[src/rtl/gfx_vbus_arbiter_if.sv]
`default_nettype none
// ============================================================================
// gfx_vbus_arbiter_if : control-register window, scanout handshake, VRAM bus
// Revision 1.0
// ============================================================================
interface gfx_vbus_arbiter_if;
  logic        i_free_vbus_b;
  logic        i_ctrl_ce_b;
  logic        i_ctrl_ce2;
  logic        i_ctrl_w_b;
  logic [1:0]  i_ctrl_addr;
  logic [7:0]  i_ctrl_data;
  logic        o_addr_sel;
  logic [15:0] o_dma_addr;
  logic [7:0]  o_dma_data;
  logic        o_dma_data_oe_b;
  logic        o_vram_we_b;
  logic        o_busy;
  logic        o_full;
  logic        o_overflow;

  modport slave (
    input  i_free_vbus_b, i_ctrl_ce_b, i_ctrl_ce2, i_ctrl_w_b, i_ctrl_addr, i_ctrl_data,
    output o_addr_sel, o_dma_addr, o_dma_data, o_dma_data_oe_b, o_vram_we_b,
           o_busy, o_full, o_overflow
  );

  modport master (
    output i_free_vbus_b, i_ctrl_ce_b, i_ctrl_ce2, i_ctrl_w_b, i_ctrl_addr, i_ctrl_data,
    input  o_addr_sel, o_dma_addr, o_dma_data, o_dma_data_oe_b, o_vram_we_b,
           o_busy, o_full, o_overflow
  );
endinterface
`default_nettype wire

[src/rtl/gfx_vbus_arbiter.sv]
`default_nettype none
// ============================================================================
// gfx_vbus_arbiter : buffers CPU VRAM writes and drains them in scanout gaps
// Revision 1.0
// ============================================================================
module gfx_vbus_arbiter #(
  parameter int FifoDepthLog2 = 2
) (
  input  wire logic i_clk,
  input  wire logic i_rst,
  gfx_vbus_arbiter_if.slave bus
);
  localparam int                 c_DEPTH_I = 1 << FifoDepthLog2;
  localparam logic [FifoDepthLog2:0] c_DEPTH = c_DEPTH_I[FifoDepthLog2:0];

  typedef enum logic [1:0] {
    S_IDLE  = 2'd0,
    S_SETUP = 2'd1,
    S_WRITE = 2'd2,
    S_HOLD  = 2'd3
  } t_state;

  t_state r_state, w_state_nxt;

  logic        r_w_b_d;
  logic [15:0] r_addr;
  logic        r_autoinc;
  logic        r_overflow;

  logic [23:0]              r_mem [c_DEPTH_I];
  logic [FifoDepthLog2-1:0] r_wr_ptr, r_rd_ptr;
  logic [FifoDepthLog2:0]   r_count;

  logic        r_addr_sel, r_oe_b, r_we_b;
  logic [15:0] r_dma_addr;
  logic [7:0]  r_dma_data;

  logic        w_wr, w_push_req, w_push, w_pop, w_drop, w_full, w_empty;
  logic [23:0] w_head;

  // A write is the first selected cycle after the strobe goes low.
  assign w_wr       = ~bus.i_ctrl_ce_b & bus.i_ctrl_ce2 & ~bus.i_ctrl_w_b & r_w_b_d;
  assign w_push_req = w_wr && (bus.i_ctrl_addr == 2'd2);
  assign w_full     = (r_count == c_DEPTH);
  assign w_empty    = (r_count == '0);
  assign w_pop      = (r_state == S_HOLD);
  assign w_push     = w_push_req && (!w_full || w_pop);
  assign w_drop     = w_push_req && w_full && !w_pop;
  assign w_head     = r_mem[r_rd_ptr];

  always_ff @(posedge i_clk) begin
    if (i_rst) begin
      r_w_b_d    <= 1'b1;
      r_addr     <= 16'h0000;
      r_autoinc  <= 1'b0;
      r_overflow <= 1'b0;
    end else begin
      r_w_b_d <= bus.i_ctrl_w_b;
      if (w_wr) begin
        case (bus.i_ctrl_addr)
          2'd0: r_addr[7:0]  <= bus.i_ctrl_data;
          2'd1: r_addr[15:8] <= bus.i_ctrl_data;
          2'd2: if (w_push && r_autoinc) r_addr <= r_addr + 16'd1;
          default: begin
            r_autoinc <= bus.i_ctrl_data[0];
            if (bus.i_ctrl_data[7]) r_overflow <= 1'b0;
          end
        endcase
      end
      if (w_drop) r_overflow <= 1'b1;
    end
  end

  // Storage needs no reset; the pointers alone define the contents.
  always_ff @(posedge i_clk) begin
    if (w_push) r_mem[r_wr_ptr] <= {r_addr, bus.i_ctrl_data};
  end

  always_ff @(posedge i_clk) begin
    if (i_rst) begin
      r_wr_ptr <= '0;
      r_rd_ptr <= '0;
      r_count  <= '0;
    end else begin
      if (w_push) r_wr_ptr <= r_wr_ptr + 1'b1;
      if (w_pop)  r_rd_ptr <= r_rd_ptr + 1'b1;
      case ({w_push, w_pop})
        2'b10:   r_count <= r_count + 1'b1;
        2'b01:   r_count <= r_count - 1'b1;
        default: r_count <= r_count;
      endcase
    end
  end

  always_ff @(posedge i_clk) begin
    if (i_rst) r_state <= S_IDLE;
    else       r_state <= w_state_nxt;
  end

  always_comb begin
    w_state_nxt = r_state;
    case (r_state)
      S_IDLE:  if (!w_empty && !bus.i_free_vbus_b) w_state_nxt = S_SETUP;
      S_SETUP: w_state_nxt = bus.i_free_vbus_b ? S_IDLE : S_WRITE;
      S_WRITE: w_state_nxt = S_HOLD;
      S_HOLD:  w_state_nxt = S_IDLE;
      default: w_state_nxt = S_IDLE;
    endcase
  end

  // Bus controls are registered from the next state so they align with it.
  always_ff @(posedge i_clk) begin
    if (i_rst) begin
      r_addr_sel <= 1'b0;
      r_oe_b     <= 1'b1;
      r_we_b     <= 1'b1;
      r_dma_addr <= 16'h0000;
      r_dma_data <= 8'h00;
    end else begin
      r_addr_sel <= (w_state_nxt != S_IDLE);
      r_oe_b     <= (w_state_nxt == S_IDLE);
      r_we_b     <= (w_state_nxt != S_WRITE);
      if (r_state == S_IDLE && w_state_nxt == S_SETUP) begin
        r_dma_addr <= w_head[23:8];
        r_dma_data <= w_head[7:0];
      end
    end
  end

  assign bus.o_addr_sel      = r_addr_sel;
  assign bus.o_dma_addr      = r_dma_addr;
  assign bus.o_dma_data      = r_dma_data;
  assign bus.o_dma_data_oe_b = r_oe_b;
  assign bus.o_vram_we_b     = r_we_b;
  assign bus.o_busy          = !w_empty || (r_state != S_IDLE);
  assign bus.o_full          = w_full;
  assign bus.o_overflow      = r_overflow;
endmodule
`default_nettype wire

[src/flat_wrapper.sv]
// flat-port wrapper written by rule: the top's interface ports become plain ports
module gfx_vbus_arbiter_flat 
#(
  parameter int FifoDepthLog2 = 2
)
  (i_clk, i_rst, bus_i_free_vbus_b, bus_i_ctrl_ce_b, bus_i_ctrl_ce2, bus_i_ctrl_w_b, bus_i_ctrl_addr, bus_i_ctrl_data, bus_o_addr_sel, bus_o_dma_addr, bus_o_dma_data, bus_o_dma_data_oe_b, bus_o_vram_we_b, bus_o_busy, bus_o_full, bus_o_overflow);
  gfx_vbus_arbiter_if bus_i ();
  input  wire logic i_clk;
  input  wire logic i_rst;
  input wire logic [$bits(bus_i.i_free_vbus_b)-1:0] bus_i_free_vbus_b;
  input wire logic [$bits(bus_i.i_ctrl_ce_b)-1:0] bus_i_ctrl_ce_b;
  input wire logic [$bits(bus_i.i_ctrl_ce2)-1:0] bus_i_ctrl_ce2;
  input wire logic [$bits(bus_i.i_ctrl_w_b)-1:0] bus_i_ctrl_w_b;
  input wire logic [$bits(bus_i.i_ctrl_addr)-1:0] bus_i_ctrl_addr;
  input wire logic [$bits(bus_i.i_ctrl_data)-1:0] bus_i_ctrl_data;
  output wire logic [$bits(bus_i.o_addr_sel)-1:0] bus_o_addr_sel;
  output wire logic [$bits(bus_i.o_dma_addr)-1:0] bus_o_dma_addr;
  output wire logic [$bits(bus_i.o_dma_data)-1:0] bus_o_dma_data;
  output wire logic [$bits(bus_i.o_dma_data_oe_b)-1:0] bus_o_dma_data_oe_b;
  output wire logic [$bits(bus_i.o_vram_we_b)-1:0] bus_o_vram_we_b;
  output wire logic [$bits(bus_i.o_busy)-1:0] bus_o_busy;
  output wire logic [$bits(bus_i.o_full)-1:0] bus_o_full;
  output wire logic [$bits(bus_i.o_overflow)-1:0] bus_o_overflow;
  assign bus_i.i_free_vbus_b = bus_i_free_vbus_b;
  assign bus_i.i_ctrl_ce_b = bus_i_ctrl_ce_b;
  assign bus_i.i_ctrl_ce2 = bus_i_ctrl_ce2;
  assign bus_i.i_ctrl_w_b = bus_i_ctrl_w_b;
  assign bus_i.i_ctrl_addr = bus_i_ctrl_addr;
  assign bus_i.i_ctrl_data = bus_i_ctrl_data;
  assign bus_o_addr_sel = bus_i.o_addr_sel;
  assign bus_o_dma_addr = bus_i.o_dma_addr;
  assign bus_o_dma_data = bus_i.o_dma_data;
  assign bus_o_dma_data_oe_b = bus_i.o_dma_data_oe_b;
  assign bus_o_vram_we_b = bus_i.o_vram_we_b;
  assign bus_o_busy = bus_i.o_busy;
  assign bus_o_full = bus_i.o_full;
  assign bus_o_overflow = bus_i.o_overflow;
  gfx_vbus_arbiter #(.FifoDepthLog2(FifoDepthLog2)) u_core (.i_clk(i_clk), .i_rst(i_rst), .bus(bus_i));
endmodule
[config.mk]
export PLATFORM = sky130hd
export DESIGN_NAME = gfx_vbus_arbiter_flat
export DESIGN_NICKNAME = d
export VERILOG_FILES = /design/src/rtl/gfx_vbus_arbiter_if.sv /design/src/rtl/gfx_vbus_arbiter.sv /design/src/flat_wrapper.sv
export SDC_FILE = /design/constraint.sdc
export NUM_CORES = 1
export LEC_CHECK = 0
export ABC_AREA = 1
export ABC_CLOCK_PERIOD_IN_PS = 8010
export CORE_MARGIN = 2
export CORE_UTILIZATION = 60
export CTS_CLUSTER_SIZE = 24
export DETAILED_ROUTE_END_ITERATION = 6
export PLACE_DENSITY = 0.79
export SYNTH_ARGS = -nofsm -noshare
export SYNTH_HDL_FRONTEND = slang
export SYNTH_SLANG_ARGS = --single-unit
export TNS_END_PERCENT = 30
[constraint.sdc]
create_clock -name i_clk -period 8.01 [get_ports i_clk]
set_clock_uncertainty 0.2 [all_clocks]
set_input_delay 1.602 -clock i_clk [delete_from_list [all_inputs] [get_ports i_clk]]
set_output_delay 1.602 -clock i_clk [all_outputs]
set_load 0.02 [all_outputs]
==> results of run 1 <==
==> layer usage <==
| metal | GRT usage | share of wire |
|---|---|---|
| met4 | 0.122 | 0.028 |
| met1 | 0.328 | 0.41 |
| met5 | 0 | 0 |
| met2 | 0.452 | 0.50 |
| met3 | 0.0736 | 0.067 |
==> critical path: cells and delay by family <==
kind	cells	cell delay (ns)
buffers and inverters	2	0.72
AND/OR/NAND/NOR	4	1.74
==> flip-flops by register name, indices dropped and copies added (netlist names) <==
name,flops
u_core.bus.o_addr_sel,1
u_core.r_rd_ptr,2
u_core.r_mem,96
u_core.r_count,3
u_core.bus.o_dma_addr,16
u_core.r_autoinc,1
u_core.r_state,2
u_core.r_addr,16
u_core.bus.o_overflow,1
u_core.bus.o_dma_data_oe_b,1
u_core.bus.o_vram_we_b,1
u_core.r_wr_ptr,2
u_core.r_w_b_d,1
u_core.bus.o_dma_data,8
==> worst max-delay path by stage <==
stage | startpoint | end | slack (ns) | cells past startpoint
after floorplan | bus_i_ctrl_addr[1] | u_core.r_mem[0][0] | 4.24 | 6
after global placement | bus_i_ctrl_addr[1] | u_core.r_mem[2][21] | 3.34 | 7
after detailed placement | bus_i_ctrl_addr[1] | u_core.r_mem[2][19] | 3.30 | 7
after CTS | bus_i_ctrl_addr[1] | u_core.r_mem[2][8] | 3.84 | 7
after global routing | bus_i_ctrl_addr[1] | u_core.r_mem[2][23] | 3.62 | 7
final | bus_i_ctrl_addr[0] | u_core.r_mem[2][15] | 3.86 | 6
==> report_power, final <==
group	leakage [nW]	switching, mW	internal (mW)
Sequential	1.34	0.00746	0.831
Clock	0.277	0.301	0.482
Combinational	1.16	0.0364	0.0222
==> layout make-up <==
| type | count | area [µm²] |
|---|---|---|
| Clock buffer | 20 | 435 |
| Multi-Input combinational cell | 426 | 1980 |
| Sequential cell | 151 | 3980 |
| Tap cell | 136 | 170 |
| Timing Repair Buffer | 52 | 503 |
| Clock inverter | 12 | 151 |
| Inverter | 43 | 161 |
| Fill cell | 722 | 2850 |
==> synth_stat cells, drive strengths merged <==
| cell | instances | area, µm² |
|---|---|---|
| o21ai | 83 | 415 |
| buf | 8 | 55.1 |
| nand4 | 6 | 37.5 |
| nor3 | 3 | 15.0 |
| fa | 1 | 20.0 |
| nand3 | 33 | 170 |
| o21a | 1 | 7.51 |
| dfxtp | 55 | 1100 |
| nor2 | 154 | 593 |
| a21oi | 13 | 65.1 |
| edfxtp | 96 | 2880 |
| inv | 43 | 161 |
| clkbuf | 19 | 71.3 |
| or2 | 2 | 12.5 |
| nand2 | 98 | 385 |
| ha | 5 | 62.6 |
| a2111oi | 1 | 15.0 |
| xor2 | 2 | 17.5 |
| o22ai | 24 | 150 |
==> logic make-up after synthesis <==
logic type	after synthesis	share of synthesized area
fa+ha+maj	6	0.0132
simple gates	296	0.195
flops	151	0.639
xor+xnor	2	0.00281
buf+inv	70	0.0461
compound gates	122	0.105
==> flow_summary.yaml, run 1 <==
setup_path:
  cp.arrival_ns: 4.09
  reg2reg_slack_ns: 5.49
  cp_common_cell: "nor2_4"
  required_ns: 7.94
  reg2reg_from: "u_core.r_state[0]"
  worst_setup_path_start_kind: "input pin"
  slowest_delay_ns: 0.95
  rr_worst_depth: 4
  critPathSlowestCell: "nor2_2"
  crit_fanout: 24
  crit_chain: "clkdlybuf4s50_1 -> nor2_4 -> inv_2 -> nor2_4 -> nand2_1 -> nor2_2"
  cp-end-kind: "flop"
  rr_endpoint: "u_core.r_mem[2][15]"
  crit_type: "in2reg"
sta:
  period_needed_ns: 4.15
  finalCritPeriodShare: 0.519
  fmax_ghz: 0.241
  max_slew_margin: 0.211
  final.setup.worst_slack_ns: 3.86
  fin_hold_ws_ns: 0.264
  worst_slew_pin_slew_ns: 1.18
  final.setup.tns_ns: 0
  setup_viol: 0
  maxSlewViolCount: 0
  hold_violations: 0
  grt_setup_unrepaired: "false"
route:
  first_pass_iters: 6
  vias: 4744
  wire_per_inst_um: 17.0
  drt_wl_total_mm: 14.3
  ant_nets: 0
  drt_iter0_drc: 359
  drc: 0
  viasPerCell: 5.65
grt:
  overflow: 0
  antenna_found_initial: 0
  grt_usage: 0.270
  first_global_vias: 4577
  grt_max_degree: 50
  grt_pass1_wl_mm: 22.7
floorplanning:
  die_area_um2: 11200
  die_w_um: 106
  coreArea_um2: 10200
  row_count: 37
  die-height_um: 106
  pin_count: 46
  start_util: 0.610
yosys:
  syn_inst: 647
  syn_avg_cell_area_um2: 9.64
  syn_nets: 669
  netlist_area_um2: 6240
  synth_seq_cells: 151
  ys_warn_count: 0
  seq_area_frac_synth: 0.639
  ys_types: 26
clock_network:
  htreeDepth: 4
  post_cts_resize_count: 0
  cts_tree: "yes"
  clk_pin_slew_worst_paths_ns: 0.06
  clock_latency_ns: 0.52
  hold_buffers: 0
  cts_setup_buffers: 0
  cts_max_path_buffers: 2
  cts-buffers-inserted: 17
  clkSinkCount: 151
  root_buffer: "clkbuf_8"
cells_and_area:
  mostFrequentLayoutCells: "148 x nor2_1, 96 x edfxtp_1, 93 x nand2_1"
  final_common_cell: "nor2_1"
  drive_gt1_frac: 0.0739
  nets: 713
  design_area_um2: 7380
  fin_cells: 840
  area_growth_pct: 18.3
  fin_util: 0.722
  diodes: 0
place:
  dpl-instance-area_um2: 6800
  dp_hpwl_mm: 8.69
  pre_cts_slack_ns: 3.30
  portBuffers: 45
  placed_cells: 808
  gp_congestion: 0.943
pwr:
  ir_worst_vdd_mv: 0.138
  p_total_mw: 1.68
  cellPowerDensity_nw_per_um2: 228
  p_leak_nw: 2.78
hold_path:
  hold_class: "reg2reg"
  min_path_cells: 2
  holdPathEnd: "u_core.bus.o_overflow"
  min_from: "u_core.bus.o_overflow"
outcome:
  outcome: "completed"
flow_run:
  cap_violations: 0
Note: power is estimated with default switching activity, not from simulation.
==> inputs of run 2 (changes only) <==
- ABC_CLOCK_PERIOD_IN_PS: 8010 -> 3350
- CORE_UTILIZATION: 60 -> 52
- PLACE_DENSITY: 0.79 -> 0.73
- clock period: 8.01 -> 3.35 ns (I/O delays scaled with it)
==> run 2 against run 1 <==
  * The flow now finishes with violations (design-rule violations)
  * Core utilization shrank 9.2 points
  * Clock power rose to 2.6 times the previous value
  * Register-to-register slack worse by 4.2 ns
  * Sequential cell count unchanged
  * Final area up 1.2%
  * Hold slack worse by 0.0067 ns
  * Combinational power increased by 140%
  * Critical path depth decreased by 2
  * Power rose by 150%
  * Routed wire length fell by 5.8%
  * Sequential power grew 140%
  * Final cell count grew 1.8%
  * Largest power group is now the clock network
==> flow_summary.yaml, run 2 (same netlist as run 1, synthesis figures left out) <==
cells_and_area:
  fin_cells: 855
  seq_area_um2: 3980
  area_growth_pct: 19.8
  largest_register_ffs: 96
  nets: 717
  multi_input_area_um2: 1980
  design_area_um2: 7470
  drive_gt1_frac: 0.0819
  diodes: 0
  final_common_cell: "nor2_1"
  nFillCells: 941
  mostFrequentLayoutCells: "148 x nor2_1, 96 x edfxtp_1, 93 x nand2_1"
  regMostFlops: "u_core.r_mem"
setup_path:
  cp-end-kind: "primary output"
  crit_fanout: 5
  critPathSlowestCell: "clkdlybuf4s50_1"
  reg2reg_from: "u_core.r_rd_ptr[0]"
  rr_worst_depth: 6
  slowest_delay_ns: 0.61
  required_ns: 2.48
  cp.arrival_ns: 1.70
  cp_common_cell: "inv_1"
  rr_endpoint: "u_core.bus.o_dma_addr[6]"
  crit_type: "reg2out"
  reg2reg_slack_ns: 1.27
  crit_chain: "inv_1 -> nand3_1 -> inv_1 -> clkdlybuf4s50_1"
  worst_setup_path_start_kind: "flop"
floorplanning:
  coreArea_um2: 11900
  die_area_um2: 12900
  start_util: 0.526
  die-height_um: 114
  die_w_um: 114
  row_count: 40
  pin_count: 46
sta:
  final.setup.tns_ns: 0
  grt_setup_unrepaired: "false"
  final.setup.worst_slack_ns: 0.781
  fmax_ghz: 0.389
  period_needed_ns: 2.57
  max_slew_margin: 0.356
  setup_viol: 0
  hold_violations: 0
  worst_slew_pin_slew_ns: 0.965
  finalCritPeriodShare: 0.767
  maxSlewViolCount: 0
place:
  dp_hpwl_mm: 8.36
  pre_cts_slack_ns: 0.467
  placed_cells: 823
  gp_congestion: 0.865
  portBuffers: 45
  dpl-instance-area_um2: 6840
pwr:
  p_sw_frac: 0.198
  pwr-share-clk: 0.483
  switchingPower_mw: 0.821
  power.internal_mw: 3.33
  p_leak_nw: 2.83
  seqPwrFrac: 0.483
  cellPowerDensity_nw_per_um2: 555
  ir_worst_vdd_mv: 0.343
  combPwrFrac: 0.034
clock_network:
  clk_pin_slew_worst_paths_ns: 0.05
  cts-buffers-inserted: 17
  htreeDepth: 4
  cts_setup_buffers: 0
  post_cts_resize_count: 0
  root_buffer: "clkbuf_16"
  cts_max_path_buffers: 2
  clock_latency_ns: 0.42
  cts_tree: "yes"
  clkSinkCount: 151
  hold_buffers: 0
route:
  first_pass_iters: 7
  viasPerCell: 5.51
  ant_nets: 0
  vias: 4709
  drc: 2
  drt_wl_total_mm: 13.4
  wire_per_inst_um: 15.7
  drt_iter0_drc: 338
hold_path:
  min_from: "u_core.r_count[0]"
  holdPathEnd: "u_core.r_count[0]"
  hold_class: "reg2reg"
  min_path_cells: 1
grt:
  grt_usage: 0.220
  first_global_vias: 4555
  grt_max_degree: 50
  grt_pass1_wl_mm: 21.8
  overflow: 0
  antenna_found_initial: 0
outcome:
  outcome: "finished with violations"
  violations: "design-rule violations"
flow_run:
  cap_violations: 0
run 2: per-stage QoR:
step / power, mW / util / hold WS [ns]
final: 4.15 / 0.630 / 0.257
after global routing: 4.26 / 0.630 / 0.275
after CTS: 4.18 / 0.630 / 0.249
after detailed placement: 2.18 / 0.577 / 0.242
after global placement: 2.18 / 0.577 / 0.234
after floorplan: 2.11 / - / 0.222
run 2: final cells by class:
cell class | count | area share
clock inverter | 11 | 0.0229
tap | 147 | 0.0246
sequential | 151 | 0.533
inverter | 43 | 0.0216
timing repair buffer | 56 | 0.0713
clock buffer | 21 | 0.0616
multi-input combinational | 426 | 0.265
run 2: layer usage:
metal | GRT usage | vias to the layer above | routed length, µm
li1 | - | 2286 | -
met1 | 0.283 | 2245 | 5910
met2 | 0.357 | 161 | 6540
met3 | 0.0590 | 17 | 731
met4 | 0.0886 | 0 | 257
met5 | 0 | - | 0
run 2: power groups by stage:
stage	Combinational, mW	Sequential, mW	Clock, mW
floorplan	0.0670	2.05	0
global placement	0.137	2.04	0
detailed placement	0.139	2.04	0
CTS	0.140	2.00	2.04
global route	0.154	2.01	2.10
finish	0.140	2.00	2.01
run 2: worst max-delay path, delay by kind of cell, from the launching register on:
family	cells	cell delay, ns
flops	1	0.32
simple gates	1	0.11
buf+inv	3	0.86
run 2: worst max path at each step:
| stage | startpoint | end | slack [ns] | depth (start not counted) |
|---|---|---|---|---|
| floorplan | bus_i_ctrl_addr[1] | u_core.r_mem[0][0] | 0.51 | 6 |
| global placement | bus_i_ctrl_addr[1] | u_core.r_mem[0][2] | 0.53 | 8 |
| detailed placement | bus_i_ctrl_addr[1] | u_core.r_mem[2][3] | 0.47 | 8 |
| CTS | u_core.r_count[0] | bus_o_full | 0.77 | 4 |
| global route | u_core.r_count[0] | bus_o_full | 0.67 | 4 |
| finish | u_core.r_count[0] | bus_o_full | 0.78 | 4 |
==> inputs of run 3 (changes only) <==
- ABC_CLOCK_PERIOD_IN_PS: 3350 -> 2500
- CORE_UTILIZATION: 52 -> 58
- PLACE_DENSITY: 0.73 -> 0.77
- clock period: 3.35 -> 2.5 ns (I/O delays scaled with it)
==> run 3 against run 2 <==
  * Die area down 10%
  * Critical path depth unchanged
  * Global-route usage up 4.2 points
  * The flow now finishes without violations
==> flow_summary.yaml, run 3 (same netlist as run 1, synthesis figures left out) <==
cells_and_area:
  regMostFlops: "u_core.r_mem"
  diodes: 0
  fin_util: 0.724
  nFillCells: 715
  drive_gt1_frac: 0.0923
  nets: 724
  largest_register_ffs: 96
  mostFrequentLayoutCells: "148 x nor2_1, 96 x edfxtp_1, 93 x nand2_1"
  final_common_cell: "nor2_1"
  fin_cells: 851
  area_growth_pct: 20.4
clock_network:
  cts-buffers-inserted: 17
  cts_max_path_buffers: 2
  clkSinkCount: 151
  cts_tree: "yes"
  hold_buffers: 0
  htreeDepth: 4
  clk_pin_slew_worst_paths_ns: 0.06
  root_buffer: "clkbuf_8"
  clock_latency_ns: 0.52
grt:
  grt_pass1_wl_mm: 22.9
  antenna_found_initial: 0
  overflow: 0
  grt_max_degree: 50
  first_global_vias: 4770
  grt_usage: 0.262
sta:
  maxSlewViolCount: 0
  fmax_ghz: 0.445
  period_needed_ns: 2.25
  hold_violations: 0
  fin_hold_ws_ns: 0.257
  finalCritPeriodShare: 0.899
  grt_setup_unrepaired: "false"
  final.setup.tns_ns: 0
  max_slew_margin: 0.456
  worst_slew_pin_slew_ns: 0.815
  setup_viol: 0
floorplanning:
  row_count: 37
  die_area_um2: 11600
  start_util: 0.602
  pin_count: 46
  coreArea_um2: 10400
  die-height_um: 108
  die_w_um: 108
setup_path:
  crit_type: "reg2out"
  critPathSlowestCell: "dlygate4sd2_1"
  crit_family: "buffers and inverters"
  cp.arrival_ns: 1.55
  crit_fanout: 5
  critPathBufInv: 3
  worst_setup_path_start_kind: "flop"
  required_ns: 1.80
  slowest_delay_ns: 0.35
  cp-end-kind: "primary output"
  cp_common_cell: "inv_1"
  crit_chain: "inv_1 -> nand3_1 -> inv_1 -> dlygate4sd2_1"
route:
  wire_per_inst_um: 16.7
  viasPerCell: 5.67
  first_pass_iters: 5
  drc: 0
  drt_wl_total_mm: 14.2
  drt_iter0_drc: 381
  ant_nets: 0
  vias: 4826
place:
  dp_hpwl_mm: 8.81
  portBuffers: 45
  placed_cells: 819
  gp_congestion: 0.873
pwr:
  cellPowerDensity_nw_per_um2: 716
  p_total_mw: 5.38
  p_leak_nw: 2.87
  ir_worst_vdd_mv: 0.388
outcome:
  outcome: "completed"
hold_path:
  hold_class: "reg2reg"
flow_run:
  cap_violations: 0
run 3: cell types whose count changed in the layout (fill, tap and decap cells not counted), moves of 2 or more:
cell             previous run  this run
inv_8                       0         2
buf_4                      11        14
buf_12                      0         4
bufinv_16                   4         2
inv_6                       1         5
clkinvlp_4                  2         4
clkdlybuf4s50_1            45        43
clkinv_2                    2         0
run 3: worst reg2reg max path: stages, from the launching register on:
cell and delay (ns):
dfxtp_1 0.36, nand2_1 0.15, inv_1 0.17, o21ai_0 0.20, fa_1 0.45, inv_1 0.08, nand2_1 0.07, a21oi_1 0.15
nor2_1 0.06
run 3: stage by stage:
stage,setup slack [ns],area (µm²)
after CTS,0.0489,7510
after global placement,0.101,6930
after detailed placement,-0.0266,6930
final,0.253,7510
after floorplan,-0.169,6240
after global routing,0.154,7510
run 3: path summary, 6_finish.rpt:
| path | start | end | depth (start not counted) | slack (ns) |
|---|---|---|---|---|
| max | u_core.r_count[0] | bus_o_full | 4 | 0.25 |
| min | u_core.r_count[0] | u_core.r_count[0] | 1 | 0.26 |
| max reg2reg | u_core.r_state[1] | u_core.r_count[2] | 8 | 0.51 |
| min reg2reg | u_core.r_count[0] | u_core.r_count[0] | 1 | 0.26 |
run 3: layer usage:
metal	GRT usage	part of all wire	vias up
li1	-	-	2310
met1	0.318	0.40	2311
met2	0.451	0.51	188
met3	0.0684	0.074	17
met4	0.0934	0.014	0
met5	0	0	-
run 3: cell type report:
class	instances	area, µm²	area share
Sequential cell	151	3980	0.530
Clock inverter	14	165	0.0220
Tap cell	136	170	0.0227
Clock buffer	18	418	0.0556
Timing Repair Buffer	63	637	0.0848
Multi-Input combinational cell	426	1980	0.263
Inverter	43	161	0.0215
run 3: repair_timing:
item / CTS / global route
pin swaps: 0 / 0
resized for setup: 1 / 1
setup buffers: 0 / 0
setup endpoints to repair: 1 / 1
run 3: report_power, final:
part           switching, mW  leakage (nW)  internal [mW]
Combinational          0.118          1.25         0.0785
Clock                   1.05         0.273           1.45
Sequential            0.0245          1.34           2.66
Total                   1.19          2.87           4.19
